File: src/rtl/fir_structs.sv
`default_nettype none
// ============================================================================
// Module   : fir_structs (package)
// Purpose  : Shared types and constants for the FIR complex datapath.
//            Holds the packed output-sample record and the default output
//            width / rounding shift used by firc_out_packer.
// Revision : 1.0  initial release
// ============================================================================
package fir_structs;

  // Default output width per component and number of LSBs dropped by rounding.
  localparam int FIRC_OUT_W     = 24;
  localparam int FIRC_OUT_SHIFT = 8;

  // One rounded/saturated complex output sample.
  typedef struct packed {
    logic signed [FIRC_OUT_W-1:0] I;
    logic signed [FIRC_OUT_W-1:0] Q;
  } OutSamp;

endpackage : fir_structs
`default_nettype wire

File: src/rtl/firc_round_sat.sv
`default_nettype none
// ============================================================================
// Module   : firc_round_sat
// Purpose  : Combinational round-half-up and saturate of a signed 32-bit
//            value down to a signed OUT_W-bit value.
// Ports    : x_i   [31:0]      signed input
//            y_o   [OUT_W-1:0] signed rounded/clamped output
//            sat_o             high when the result was clamped
// Revision : 1.0  initial release
// ============================================================================
module firc_round_sat #(
  parameter int OUT_W = 24,
  parameter int SHIFT = 8
) (
  input  logic [31:0]      x_i,
  output logic [OUT_W-1:0] y_o,
  output logic             sat_o
);

  // 33-bit working width: the rounding add can never overflow it.
  localparam logic signed [32:0] RND   = 33'sd1 <<< (SHIFT - 1);
  localparam logic signed [32:0] MAX_V = (33'sd1 <<< (OUT_W - 1)) - 33'sd1;
  localparam logic signed [32:0] MIN_V = -(33'sd1 <<< (OUT_W - 1));

  logic signed [32:0] sum_w;
  logic signed [32:0] r_w;

  always_comb begin
    sum_w = $signed({x_i[31], x_i}) + RND;
    r_w   = sum_w >>> SHIFT;
    y_o   = r_w[OUT_W-1:0];
    sat_o = 1'b0;
    if (r_w > MAX_V) begin
      y_o   = MAX_V[OUT_W-1:0];
      sat_o = 1'b1;
    end else if (r_w < MIN_V) begin
      y_o   = MIN_V[OUT_W-1:0];
      sat_o = 1'b1;
    end
  end

endmodule : firc_round_sat
`default_nettype wire

File: src/rtl/firc_out_packer.sv
`default_nettype none
// ============================================================================
// Module   : firc_out_packer
// Purpose  : Rounds/saturates the FIR complex result stream to OUT_W bits,
//            buffers it in a DEPTH-entry FIFO and presents a valid/ready
//            stream. The input has no backpressure; results arriving while
//            the FIFO is full (and not popping) are dropped and flagged.
// Ports    : clk, Reset (async, active high)
//            PushIn, FI, FQ        FIR result stream in
//            OutValid, OutReady    output handshake
//            OutI, OutQ            head-of-FIFO entry (combinational read)
//            Count                 FIFO occupancy
//            Overflow, SatSeen     sticky status flags
//            DropCnt               saturating drop counter (optional)
// Options  : FIRC_OUT_DROPCNT_EN - when defined, adds the DropCnt output.
// Revision : 1.0  initial release
// ============================================================================
module firc_out_packer
  import fir_structs::*;
#(
  parameter int DEPTH = 8,
  parameter int OUT_W = FIRC_OUT_W,
  parameter int SHIFT = FIRC_OUT_SHIFT
) (
  input  logic                     clk,
  input  logic                     Reset,
  input  logic                     PushIn,
  input  logic [31:0]              FI,
  input  logic [31:0]              FQ,
  output logic                     OutValid,
  input  logic                     OutReady,
  output logic [OUT_W-1:0]         OutI,
  output logic [OUT_W-1:0]         OutQ,
  output logic [$clog2(DEPTH):0]   Count,
  output logic                     Overflow,
`ifdef FIRC_OUT_DROPCNT_EN
  output logic [15:0]              DropCnt,
`endif
  output logic                     SatSeen
);

  localparam int AW = $clog2(DEPTH);
  localparam int CW = AW + 1;
  localparam int EW = 2 * OUT_W;
  localparam logic [CW-1:0] FULL_CNT = CW'(DEPTH);

  // --------------------------------------------------------------------------
  // Stage 1: round + saturate, registered
  // --------------------------------------------------------------------------
  logic [OUT_W-1:0] i_rs_w, q_rs_w;
  logic             i_sat_w, q_sat_w;

  firc_round_sat #(.OUT_W(OUT_W), .SHIFT(SHIFT)) u_rs_i (
    .x_i   (FI),
    .y_o   (i_rs_w),
    .sat_o (i_sat_w)
  );

  firc_round_sat #(.OUT_W(OUT_W), .SHIFT(SHIFT)) u_rs_q (
    .x_i   (FQ),
    .y_o   (q_rs_w),
    .sat_o (q_sat_w)
  );

  logic             s1_valid_q;
  logic [OUT_W-1:0] s1_i_q, s1_q_q;
  logic             sat_seen_q;

  always_ff @(posedge clk or posedge Reset) begin
    if (Reset) begin
      s1_valid_q <= 1'b0;
      s1_i_q     <= '0;
      s1_q_q     <= '0;
      sat_seen_q <= 1'b0;
    end else begin
      s1_valid_q <= PushIn;
      if (PushIn) begin
        s1_i_q <= i_rs_w;
        s1_q_q <= q_rs_w;
        if (i_sat_w || q_sat_w) begin
          sat_seen_q <= 1'b1;
        end
      end
    end
  end

  // --------------------------------------------------------------------------
  // Stage 2: FIFO (sync write, async read)
  // --------------------------------------------------------------------------
  logic [EW-1:0]  mem_q [DEPTH];
  logic [AW-1:0]  wr_ptr_q, rd_ptr_q;
  logic [CW-1:0]  count_q, count_d;
  logic           overflow_q;
  logic           pop_w, full_w, wr_en_w, drop_w;
  logic [EW-1:0]  rd_entry_w;

  assign pop_w   = (count_q != '0) && OutReady;
  assign full_w  = (count_q == FULL_CNT);
  // A full FIFO still accepts a write when the same edge pops the head.
  assign wr_en_w = s1_valid_q && (!full_w || pop_w);
  assign drop_w  = s1_valid_q && full_w && !pop_w;

  always_comb begin
    count_d = count_q;
    case ({wr_en_w, pop_w})
      2'b10:   count_d = count_q + CW'(1);
      2'b01:   count_d = count_q - CW'(1);
      default: count_d = count_q;
    endcase
  end

  // Storage is not reset: entries are only visible through count_q.
  always_ff @(posedge clk) begin
    if (wr_en_w) begin
      mem_q[wr_ptr_q] <= {s1_i_q, s1_q_q};
    end
  end

  // Pointers wrap naturally because DEPTH is a power of two.
  always_ff @(posedge clk or posedge Reset) begin
    if (Reset) begin
      wr_ptr_q   <= '0;
      rd_ptr_q   <= '0;
      count_q    <= '0;
      overflow_q <= 1'b0;
    end else begin
      if (wr_en_w) wr_ptr_q <= wr_ptr_q + AW'(1);
      if (pop_w)   rd_ptr_q <= rd_ptr_q + AW'(1);
      count_q <= count_d;
      if (drop_w) overflow_q <= 1'b1;
    end
  end

`ifdef FIRC_OUT_DROPCNT_EN
  logic [15:0] drop_cnt_q;

  always_ff @(posedge clk or posedge Reset) begin
    if (Reset) begin
      drop_cnt_q <= '0;
    end else if (drop_w && (drop_cnt_q != 16'hFFFF)) begin
      drop_cnt_q <= drop_cnt_q + 16'd1;
    end
  end

  assign DropCnt = drop_cnt_q;
`endif

  // --------------------------------------------------------------------------
  // Outputs
  // --------------------------------------------------------------------------
  assign rd_entry_w = mem_q[rd_ptr_q];
  assign OutValid   = (count_q != '0);
  // Forced to zero while empty so the outputs never expose stale storage.
  assign OutI       = OutValid ? rd_entry_w[EW-1:OUT_W] : '0;
  assign OutQ       = OutValid ? rd_entry_w[OUT_W-1:0]  : '0;
  assign Count      = count_q;
  assign Overflow   = overflow_q;
  assign SatSeen    = sat_seen_q;

endmodule : firc_out_packer
`default_nettype wire

File: config.mk
export PLATFORM = sky130hd
export DESIGN_NAME = firc_out_packer
export DESIGN_NICKNAME = d
export VERILOG_FILES = /design/src/rtl/fir_structs.sv /design/src/rtl/firc_round_sat.sv /design/src/rtl/firc_out_packer.sv
export SDC_FILE = /design/constraint.sdc
export NUM_CORES = 1
export LEC_CHECK = 0
export CORE_ASPECT_RATIO = 0.7
export CORE_MARGIN = 2
export CORE_UTILIZATION = 44
export DETAILED_ROUTE_END_ITERATION = 6
export GPL_TIMING_DRIVEN = 0
export PLACE_DENSITY = 0.71
export REMOVE_ABC_BUFFERS = 1
export SLEW_MARGIN = 15
export SYNTH_ARGS = -nofsm -noshare
export SYNTH_HDL_FRONTEND = slang
export SYNTH_SLANG_ARGS = --single-unit
File: constraint.sdc
create_clock -name clk -period 4.7 [get_ports clk]
set_clock_uncertainty 0.1 [all_clocks]
set_input_delay 0.94 -clock clk [delete_from_list [all_inputs] [get_ports clk]]
set_output_delay 0.94 -clock clk [all_outputs]
set_load 0.02 [all_outputs]
=== Yosys cells after proc, flatten, opt, wreduce, memory -nomap -nowiden ===
Memory sizes are Yosys's and may differ from the RTL's.
Cells that the tools add are included.

* Add/sub/neg operators: 6
* Order comparisons: 4
* Muxes and demuxes: 13
* Reductions and logical operators: 11
* Eq/ne operators: 3

{| class="wikitable"
|+ Operators by type and width
! operator !! number
|-
| $mux W24 || 6
|-
| $add A32 B9 Y33 const B || 2
|-
| $gt A25 B24 Y1 const B || 2
|-
| $lt A25 B24 Y1 const B || 2
|-
| $pmux W4 S2 || 1
|-
| $add A3 B1 Y3 const B || 2
|-
| $mux W1 || 6
|-
| $add A4 B1 Y4 const B || 1
|-
| $eq A4 B4 Y1 const B || 1
|-
| $logic_and A1 B1 Y1 || 4
|-
| $reduce_bool A4 Y1 || 1
|-
| $sub A4 B1 Y4 const B || 1
|-
| $eq A2 B1 Y1 const B || 1
|-
| $eq A2 B2 Y1 const B || 1
|-
| $logic_not A1 Y1 || 2
|-
| $logic_or A1 B1 Y1 || 2
|-
| $reduce_and A2 Y1 || 1
|-
| $reduce_bool A2 Y1 || 1
|}

* Memory bits (writable): 384
* Input port bits: 68
* Flip-flop bits (word level): 61
* Logic and storage cells: 46
* Output and inout port bits: 55
* Memories kept: 1

{| class="wikitable"
|+ Memories
! name !! words !! bits a word !! read ports !! clocked after Yosys merged registers in !! write ports !! RTL line !! text
|-
| mem_q || 8 || 48 || 1 || 0 || 1 || firc_out_packer.sv:90 || <nowiki>logic [EW-1:0] mem_q [DEPTH];</nowiki>
|}

=== Longest topological paths before layout ===
Gate-level depths: netlist (run 1).

* Depth in word-level cells: 6
* Mapped depth: 11

=== Modules after synthesis ===
From an unflattened synthesis (run 1), not the netlist that was laid out.

* Cells, all modules: 1109
* Area, all modules: 18751.7 µm²

{| class="wikitable"
|+ By module, submodules not included
! module !! sequential area each (µm²) !! cells an instance !! area each (µm²) !! times used
|-
| firc_out_packer || 13057.5 || 907 || 17400.4 || 1
|-
| firc_round_sat || 0.0 || 101 || 675.6 || 2
|}

=== Worst setup path after synthesis (run 1) ===
Ideal clock, no wire load.

* Path kind: input-to-reg
* Start point: in OutReady
* End point: mem mem_q[0][0] (netlist name) (enable)
* Buffers on the path: 0
* Data arrival time: 4.646 ns
* Slack: -0.559 ns
* Stages on the path: 4
* Cell sequence: nand3b_1 > and2_1 > nand2b_1 > nor3_1

* Cells in the longest elaborated chain, start to end: 5

{| class="wikitable"
|+ Ends and longest elaborated chain
! item !! RTL line !! text
|-
| from (decl) || firc_out_packer.sv:31 || <nowiki>input logic OutReady,</nowiki>
|-
| $logic_and A1 B1 Y1 || firc_out_packer.sv:97 || <nowiki>assign pop_w = (count_q != '0) && OutReady;</nowiki>
|-
| $logic_or A1 B1 Y1 || firc_out_packer.sv:100 || <nowiki>assign wr_en_w = s1_valid_q && (!full_w || pop_w);</nowiki>
|-
| $logic_and A1 B1 Y1 || firc_out_packer.sv:100 ||
|-
| $mux W1 || firc_out_packer.sv:114 || <nowiki>if (wr_en_w) begin</nowiki>
|-
| $mux W1 (implied by the code) || firc_out_packer.sv:115 || <nowiki>mem_q[wr_ptr_q] <= {s1_i_q, s1_q_q};</nowiki>
|-
| to (decl) || firc_out_packer.sv:90 ||
|}

Every way passes these cells.

=== Worst setup path in the final report (run 1) ===
* Start point: reg rd_ptr_q[0]
* End point: out OutI[20]

* Cells in the longest elaborated chain, start to end: 2

{| class="wikitable"
|+ Ends and longest elaborated chain
! item !! RTL line !! text
|-
| from (decl) || firc_out_packer.sv:91 || <nowiki>logic [AW-1:0] wr_ptr_q, rd_ptr_q;</nowiki>
|-
| from (signal assigned) || firc_out_packer.sv:128 || <nowiki>if (pop_w) rd_ptr_q <= rd_ptr_q + AW'(1);</nowiki>
|-
| $mem_v2 Z8 W48 || n/a ||
|-
| $mux W24 || firc_out_packer.sv:154 || <nowiki>assign OutI = OutValid ? rd_entry_w[EW-1:OUT_W] : '0;</nowiki>
|-
| to (decl) || firc_out_packer.sv:32 || <nowiki>output logic [OUT_W-1:0] OutI,</nowiki>
|}

Every way passes these cells.

==> results.md, run 1 <==
- CTS tree: done
- Final worst setup slack: 0.417 ns
- Grt total ovfl: 0
- Critical Path Start Type: flip-flop
- CTS resizes: 0
- ANT cells: 0
- FF-to-FF path depth: 10
- Power, Total: 13.0 mW
- Pre-CTS WS: 0.868 ns
- Leakage power: 7.43 nW
- Total track usage: 18.7%
- CTS Hold Bufs: 0
- Port-buffer cells: 108
- DRT Wirelength: 39500 µm
- Nets@finish: 1243
- Site Rows: 62
- Final GP Congestion: 0.847
- HP Class: flip-flop to flip-flop
- Maximum VDD drop: 0.353 mV
- Initial Util: 44.5%
- Clk Latency, worst-skew pair: 0.55 ns
- TNS Setup: 0 ns
- Share of post-route cells with drive strength above 1: 19.2%
- DR WL/cell: 22.7 µm
- Fmax: 233 MHz
- Critical Path AT: 3.24 ns
- Htree depth: 2
- Root Driver: clkbuf_16
- Status: complete, no violations
- RSZ-0062 raised after global routing: false
- EDFF count, synth: 384
- WHS Endpoint: Overflow$_DFFE_PP0P_
- Crit path capture type: primary output
- Unique masters post-synth: 59
- Max-cap violations: 0
- Top FF cell, synth: edfxtp_1
- Reg2reg end: Count[3]$_DFFE_PP0P_
- Maximum net fanout on the critical path: 36
- Worst Hold Path Cells: 1
- Flop pwr share: 41.2%
- FF/Latch Area: 0.0131 mm²
- Period utilization: 91.1%
- Seq/Total Area, Yosys: 71.6%
- Slew Viols, Final: 0
- Initial antenna violation count: 0
- Combinational share of power: 32.7%
- Slew headroom: 40.4%
- DP Cell Count: 1668
- Worst r2r src: Count[0]$_DFFE_PP0P_
- Clock power frac: 26.1%
- Finished Layout Cells: 1744
- Die ar.: 0.0431 mm²
- TritonCTS buffer count: 41
- Largest net degree at the start of global routing: 72
- Commonest non-fill, non-tap cell in the layout: edfxtp_1
- Post-DP HPWL: 25600 µm
- Vias in the first global route: 9818
- Footprint of the multi-input gates: 0.00500 mm²
- Critical Path RT: 3.66 ns
- Hold Fails Final Rpt: 0
- Avg Cell Area, Syn: 17.8 µm²
- Overall die height: 174 µm
- Most frequent cells in the layout: 384 x edfxtp_1, 107 x clkdlybuf4s50_1, 96 x mux4_2
- Post-CTS Setup Bufs: 0
- Synth Register Bits: 445
- Post-route ant nets: 0
- Global-route wire length before repair: 60300 µm
- Drt via density: 5.61
- DRC Markers: 0
- CTS max path bufs: 3
- Switching share of power: 30.6%
- Power per cell area: 596 mW/mm²
- R2R setup slack: 1.77 ns
- Final min period: 4.28 ns
- Hold Path Origin: Overflow$_DFFE_PP0P_
- Area delta synth->final: 20.1%
- Core Area: 0.0410 mm²
- Synth async-reset ratio: 13.7%
- Cell Area, Synth: 0.0182 mm²
- Setup violators final: 0
- # fillers: 3199
- Slew @ Worst Pin: 0.893 ns
- Chip width: 247 µm
- Sw power: 4.00 mW
- DRT iter0 DRCs: 966
- Vias: 9790
- I/O pin total: 123
- First drt pass iteration count: 6
- CTS Sinks: 445
- CP Class: flip-flop to primary output
- Mapped Cells: 1023
- Yosys warns: 0
- Clock transition at the registers of the reported paths: 0.06 ns
- Utilization after layout: 53.5%
- Internal power: 9.05 mW
[power by group through the flow]
stage	logic (mW)	clock network (mW)	registers (mW)
finish	4.27	3.41	5.38
floorplan	2.48	0	5.55
CTS	4.36	3.47	5.39
detailed placement	4.35	0	5.47
global placement	3.98	0	5.82
global route	4.57	3.62	5.45
[critical path, stage by stage, from the launching register on]
cell and delay (ns):
dfrtp_4 0.89, buf_16 0.34, mux4_2 0.55, mux2i_1 0.27, nor2_1 0.07, clkdlybuf4s50_1 0.54
[area by class of cell]
class	instances	share of cell area (%)
timing repair buffer	149	7.90
tap	544	3.11
multi-input combinational	519	22.8
inverter	11	0.200
clock inverter	17	0.891
clock buffer	59	5.41
sequential	445	59.6
[flip-flops by register name, indices dropped and copies added, names as in the netlist]
| register | count |
|---|---|
| Count | 4 |
| Overflow | 1 |
| SatSeen | 1 |
| mem_q | 384 |
| rd_ptr_q | 3 |
| s1_i_q | 24 |
| s1_q_q | 24 |
| s1_valid_q | 1 |
| wr_ptr_q | 3 |
[how the worst max path moves through the flow]
stage                                  from                    to  slack, ns  depth (start not counted)
floorplan              Count[0]$_DFFE_PP0P_  Count[3]$_DFFE_PP0P_      -1.46                          9
global placement       Count[0]$_DFFE_PP0P_               OutI[2]      -7.35                          3
detailed placement  rd_ptr_q[0]$_DFFE_PP0P_              OutI[20]       0.87                          5
CTS                 rd_ptr_q[0]$_DFFE_PP0P_              OutI[20]       0.28                          5
global route        rd_ptr_q[0]$_DFFE_PP0P_              OutI[20]       0.22                          5
finish              rd_ptr_q[0]$_DFFE_PP0P_              OutI[20]       0.42                          5
[synthesized netlist by cell type, types with 7 or more instances]
cell,number,area (µm²)
nand4_1,12,75.1
nor2_1,96,360
and3_1,14,87.6
nor3_1,13,65.1
mux2i_1,51,510
edfxtp_1,384,11500
ha_1,7,87.6
nand2_1,42,158
nand2b_1,17,106
mux4_2,96,2160
inv_1,11,41.3
clkbuf_1,31,116
xnor2_1,22,193
xor2_1,24,210
a21oi_1,29,145
nand3_1,26,130
o211ai_1,8,60.1
dfrtp_1,61,1530
buf_2,9,45.0
[per-layer routing]
metal,up-vias,GRT usage [%],part of all wire (%)
met5,-,0,0
met2,303,29.1,47
li1,4324,-,-
met1,5117,28.4,46
met4,0,3.52,1.2
met3,46,2.96,5.9
[through the flow]
stage,hold WS [ns],area [µm²]
4_1_cts,0.404,21900
5_1_grt,0.424,21900
3_3_place_gp,0.387,19800
2_1_floorplan,0.385,18000
3_5_place_dp,0.383,20500
6_report,0.397,21900
[cells by family (layout without fill, tap and decap cells)]
group	Yosys count	after routing	synth area share, %
AOI/OAI and AO/OA	66	66	2.50
xor gates and xnor gates	46	46	2.21
adders and majority gates	8	8	0.590
buffers and inverters	59	236	1.38
DFF	445	445	71.6
muxes	148	148	14.7
and+or+nand+nor	251	251	7.04
Note: power is estimated with default switching activity, not from simulation.
==> inputs of run 2 (changes only) <==
Settings changed: CORE_ASPECT_RATIO 0.7 to 1.2, SYNTH_HIERARCHICAL from default to 1.
==> run 2 against run 1 <==
Against the previous run: critical path depth grew 1; register-to-register slack lost 0.26 ns; worst setup slack lost 0.29 ns; largest cell class unchanged; largest power group is now combinational cells.
==> results.md, run 2 <==
- FF-to-FF path depth: 7
- Yosys warns: 6
- Mapped Cells: 1109
- Worst Hold Path Cells: 1
- Area leader, netlist: edfxtp_1
- DRT Wirelength: 40900 µm
- Grt total ovfl: 0
- Setup violators final: 0
- Fmax: 219 MHz
- Largest regs: mem_q (384), s1_i_q (24), s1_q_q (24)
- Most frequent cell after synthesis: edfxtp_1
- Yosys top cell area share: 61.5%
- Maximum VDD drop: 0.389 mV
- Crit path capture type: primary output
- Avg Cell Area, Syn: 16.9 µm²
- Worst r2r src: Count[3]$_DFFE_PP0P_
- # fillers: 3275
- Largest net degree at the start of global routing: 51
- Share of post-route cells with drive strength above 1: 18.4%
- DR WL/cell: 22.4 µm
- Final min period: 4.57 ns
- Leading post-synthesis cells by cell area: edfxtp_1 61%, mux2i_1 10%, dfrtp_1 8.1%
- Reg2reg end: mem_q[0][15]$_DFFE_PP_
- Biggest register: mem_q
- Synth async-reset ratio: 13.7%
- ANT cells: 0
- TritonCTS buffer count: 42
- CTS max path bufs: 3
- Drt via density: 5.68
- Slew headroom: 41.9%
- RSZ-0062 raised after global routing: false
- Status: complete, no violations
- I/O pin total: 123
- Chip width: 192 µm
- Max FFs per register: 384
- CP Class: flip-flop to primary output
- Period utilization: 97.3%
- Final GP Congestion: 0.890
- Htree depth: 2
- Synth top cells by count: 384 x edfxtp_1, 195 x mux2i_1, 61 x dfrtp_1, 51 x mux2_2, 48 x a221o_1
- Total track usage: 18.6%
- Unique masters post-synth: 50
- Critical Path AT: 3.53 ns
- Most frequent cells in the layout: 384 x edfxtp_1, 195 x mux2i_1, 107 x clkdlybuf4s50_1
- DRT iter0 DRCs: 710
- Commonest non-fill, non-tap cell in the layout: edfxtp_1
- Cell Area, Synth: 0.0188 mm²
- Die ar.: 0.0443 mm²
- CTS Sinks: 445
- Finished Layout Cells: 1822
- CTS Hold Bufs: 0
- Slew Viols, Final: 0
- Seq/Total Area, Yosys: 69.6%
- Nets@finish: 1317
- Vias in the first global route: 10600
- Vias: 10400
- Global-route wire length before repair: 61900 µm
- Port-buffer cells: 108
- Area delta synth->final: 19.6%
- Utilization after layout: 53.4%
- HP Class: flip-flop to flip-flop
- CTS tree: done
- EDFF count, synth: 384
- Final Cell Area: 0.0224 mm²
- Site Rows: 82
- Clock transition at the registers of the reported paths: 0.06 ns
- Pre-CTS WS: 0.341 ns
- Root Driver: clkbuf_16
- Initial Util: 44.7%
- Maximum net fanout on the critical path: 44
- Post-DP HPWL: 25700 µm
- Leakage power: 7.99 nW
- Synth Register Bits: 445
- Final worst setup slack: 0.127 ns
- Overall die height: 230 µm
- DP Area: 0.0210 mm²
- Power, Total: 13.8 mW
- R2R setup slack: 1.51 ns
- WHS Endpoint: Overflow$_DFFE_PP0P_
- DRC Markers: 0
- Critical Path Start Type: flip-flop
- TNS Setup: 0 ns
- DP Cell Count: 1745
- Initial antenna violation count: 0
- Hold Path Origin: Overflow$_DFFE_PP0P_
- Hold Fails Final Rpt: 0
- Post-route ant nets: 0
- Clk Latency, worst-skew pair: 0.55 ns
- Max-cap violations: 0
- Critical Path RT: 3.66 ns
- Power per cell area: 617 mW/mm²
- Slew @ Worst Pin: 0.866 ns
- Hold Slack: 0.404 ns
- Top FF cell, synth: edfxtp_1
- First drt pass iteration count: 5
- Core Area: 0.0420 mm²
-- run 2: changes by cell type in the layout (fill, tap and decap cells not counted), sizes merged, moves of 9 or more --
| cell | previous run | this run |
|---|---|---|
| mux2i | 51 | 195 |
| nor2 | 96 | 27 |
| mux4 | 96 | 0 |
| nand2b | 17 | 4 |
| a21oi | 30 | 15 |
| a221o | 0 | 48 |
| nand2 | 42 | 51 |
| a221oi | 0 | 48 |
| mux2 | 1 | 53 |
-- run 2: worst max-delay path: stages (launching register included) --
cell             delay [ns]
dfrtp_4                0.62
buf_16                 0.32
buf_16                 0.31
mux2i_1                0.12
a221o_1                0.36
a221oi_1               0.50
clkdlybuf4s50_1        0.73
-- run 2: kinds of logic (layout without fill, tap and decap cells) --
logic type	Yosys count	after routing	synth area share, %
XOR/XNOR	44	44	2.06
adder cells (fa/ha/maj)	5	5	0.334
flip-flops	445	445	69.6
AND/OR/NAND/NOR	159	159	4.78
AO/OA/AOI/OAI	142	142	7.37
buffers and inverters	66	233	2.20
multiplexers	248	248	13.6
-- run 2: power by group --
group | switching, mW | total [mW] | internal (mW) | leakage (nW)
registers | 0.296 | 5.16 | 4.87 | 4.21
clock network | 1.40 | 3.40 | 2.00 | 0.676
logic | 2.86 | 5.26 | 2.40 | 3.10
-- run 2: worst max path at each step --
stage                            startpoint                     to  slack, ns  cells past startpoint
CTS                 rd_ptr_q[1]$_DFFE_PP0N_                OutQ[1]       0.11                      6
detailed placement                 OutReady  mem_q[0][7]$_DFFE_PP_       0.34                      8
finish              rd_ptr_q[1]$_DFFE_PP0N_                OutI[6]       0.13                      6
global placement    rd_ptr_q[1]$_DFFE_PP0N_                OutQ[2]      -6.44                      4
floorplan           rd_ptr_q[1]$_DFFE_PP0N_                OutI[0]      -3.64                      3
global route        rd_ptr_q[1]$_DFFE_PP0N_                OutI[6]       0.03                      6
-- run 2: final cells by class --
| cell class | instances | area (µm²) | area share, % |
|---|---|---|---|
| clock buffer | 58 | 1190 | 5.32 |
| clock inverter | 18 | 213 | 0.949 |
| inverter | 6 | 25.0 | 0.112 |
| multi-input combinational | 598 | 5380 | 24.0 |
| sequential | 445 | 13100 | 58.3 |
| tap | 546 | 683 | 3.05 |
| timing repair buffer | 151 | 1870 | 8.35 |
-- run 2: metal layers --
| metal | part of all wire [%] | GRT usage [%] | vias up |
|---|---|---|---|
| met4 | 1.8 | 4.41 | 0 |
| met5 | 0 | 0 | - |
| met1 | 41 | 24.3 | 5290 |
| li1 | - | - | 4704 |
| met3 | 5.7 | 3.02 | 49 |
| met2 | 51 | 32.2 | 312 |
-- run 2: what timing repair did --
action                                  CTS  global route
gates resized for setup                   2             0
buffers inserted                          1             0
endpoints found under the hold margin     0             0
endpoints found under the setup margin    3             0
==> inputs of run 3 (changes only) <==
==> constraint.sdc (replaced) <==
create_clock -name clk -period 4.7 [get_ports clk]
set_clock_uncertainty 0.1 [all_clocks]
set_input_delay 0.47 -clock clk [delete_from_list [all_inputs] [get_ports clk]]
set_output_delay 0.47 -clock clk [all_outputs]
set_load 0.02 [all_outputs]
==> run 3 against run 2 <==
Against the previous run: total power shrank 0.19%; non-clock buffer count shrank 1; final cell count about the same; combinational power shrank 0.8%; worst setup slack gained 0.37 ns.
==> results.md, run 3 (same netlist as run 2, synthesis figures left out) <==
- GR Util met1: 24.3%
- Maximum VDD drop: 0.389 mV
- DR WL/cell: 22.4 µm
- Final GP Congestion: 0.890
- Vias: 10400
- Largest regs: mem_q (384), s1_i_q (24), s1_q_q (24)
- DRC Markers: 0
- Chip width: 192 µm
- GRT busiest layer: met2
- DP Area: 0.0210 mm²
- DRT Wirelength: 40800 µm
- Hold Fails Final Rpt: 0
- Family with the most delay on the worst path: buffers and inverters
- Maximum net fanout on the critical path: 44
- Finished Layout Cells: 1821
- Max-cap violations: 0
- Slew Viols, Final: 0
- Critical Path AT: 3.63 ns
- CTS max path bufs: 3
- Port-buffer cells: 108
- RSZ-0062 raised after global routing: false
- Root Driver: clkbuf_16
- Share of post-route cells with drive strength above 1: 18.2%
- Final Cell Area: 0.0224 mm²
- Total track usage: 18.5%
- CP Class: flip-flop to primary output
- Critical Path Start Type: flip-flop
- CTS Sinks: 445
- Critical Path RT: 4.13 ns
- Clock transition at the registers of the reported paths: 0.06 ns
- Die ar.: 0.0443 mm²
- Global-route wire length before repair: 61800 µm
- CP peak stage delay: 0.72 ns
- ANT cells: 0
- Largest net degree at the start of global routing: 51
- CTS resizes: 0
- Overall die height: 230 µm
- Slew headroom: 41.8%
- CP cell instances: buf_16, buf_16, mux2i_1, a221o_1, a221oi_1, clkdlybuf4s50_1
- Area delta synth->final: 19.4%
- Status: complete, no violations
- R2R setup slack: 1.51 ns
- CTS Hold Bufs: 0
- Clk Latency, worst-skew pair: 0.55 ns
- Final min period: 4.20 ns
- Htree depth: 2
- Footprint of the multi-input gates: 0.00536 mm²
- Max FFs per register: 384
- Setup violators final: 0
- Power per cell area: 616 mW/mm²
- Period utilization: 89.5%
- DRT iter0 DRCs: 812
- CTS tree: done
- Buf/Inv on CP: 3
- FF/Latch Area: 0.0131 mm²
- # fillers: 3278
- Drt via density: 5.70
- Vias in the first global route: 10600
- DP Cell Count: 1745
- Slew @ Worst Pin: 0.869 ns
- Leakage power: 7.98 nW
- Commonest non-fill, non-tap cell in the layout: edfxtp_1
- Initial Util: 44.7%
- Most frequent cells in the layout: 384 x edfxtp_1, 195 x mux2i_1, 107 x clkdlybuf4s50_1
- Post-route ant nets: 0
- Post-CTS Setup Bufs: 0
- Fmax: 238 MHz
- Initial antenna violation count: 0
- GRT met2 Usage: 32.1%
- Nets@finish: 1316
- I/O pin total: 123
- TritonCTS buffer count: 42
- First drt pass iteration count: 5
- Slowest cell on the critical path: dfrtp_4
- CP most frequent cell: buf_16
- Crit path capture type: primary output
- Utilization after layout: 53.4%
- Core Area: 0.0420 mm²
- Grt total ovfl: 0
- Biggest register: mem_q
- Site Rows: 82
- Power, Total: 13.8 mW
- Post-DP HPWL: 25700 µm
- Routing usage on met3: 3.07%
- HP Class: input port to asynchronous set/reset pin
## run 3: changes by cell type in the layout (fill, tap and decap cells not counted), sizes merged
cell,before,now
buf,44,43
## run 3: per-layer routing
metal,vias up,wire length [µm],part of all wire (%)
met2,295,20800,51
met5,-,0,0
met1,5335,17200,42
met3,50,2080,5.1
li1,4693,-,-
met4,0,709,1.7
## run 3: metrics by stage
stage / hold slack [ns] / worst slack, ns / setup TNS (ns)
floorplan: 0.384 / -3.17 / -186.30
CTS: 0.131 / 0.404 / 0
finish: 0.144 / 0.496 / 0
global route: 0.149 / 0.359 / 0
global placement: 0.385 / -5.97 / -1305.36
detailed placement: 0.403 / 0.811 / 0
## run 3: path summary, 6_finish.rpt
path	startpoint	to	cells after the start
worst min register to register	Overflow$_DFFE_PP0P_	Overflow$_DFFE_PP0P_	1
worst max register to register	Count[3]$_DFFE_PP0P_	mem_q[0][15]$_DFFE_PP_	7
min in group clk	PushIn	s1_valid_q$_DFF_PP0_	1
worst min-delay path	Reset	s1_q_q[10]$_DFFE_PP0P_	2
max in group asynchronous	Reset	rd_ptr_q[1]$_DFFE_PP0N_	3
worst max-delay path	rd_ptr_q[1]$_DFFE_PP0N_	OutI[6]	6
## run 3: power breakdown
part / switching (mW) / internal (mW)
sequential: 0.313 / 4.87
combinational: 2.83 / 2.38
clock: 1.40 / 2.00
total: 4.54 / 9.25
## run 3: area by class of cell
cell class,instances,area share (%)
Sequential cell,445,58.3
Multi-Input combinational cell,598,23.9
Timing Repair Buffer,150,8.31
Clock buffer,58,5.32
Tap cell,546,3.05
Clock inverter,18,0.950
Inverter,6,0.112
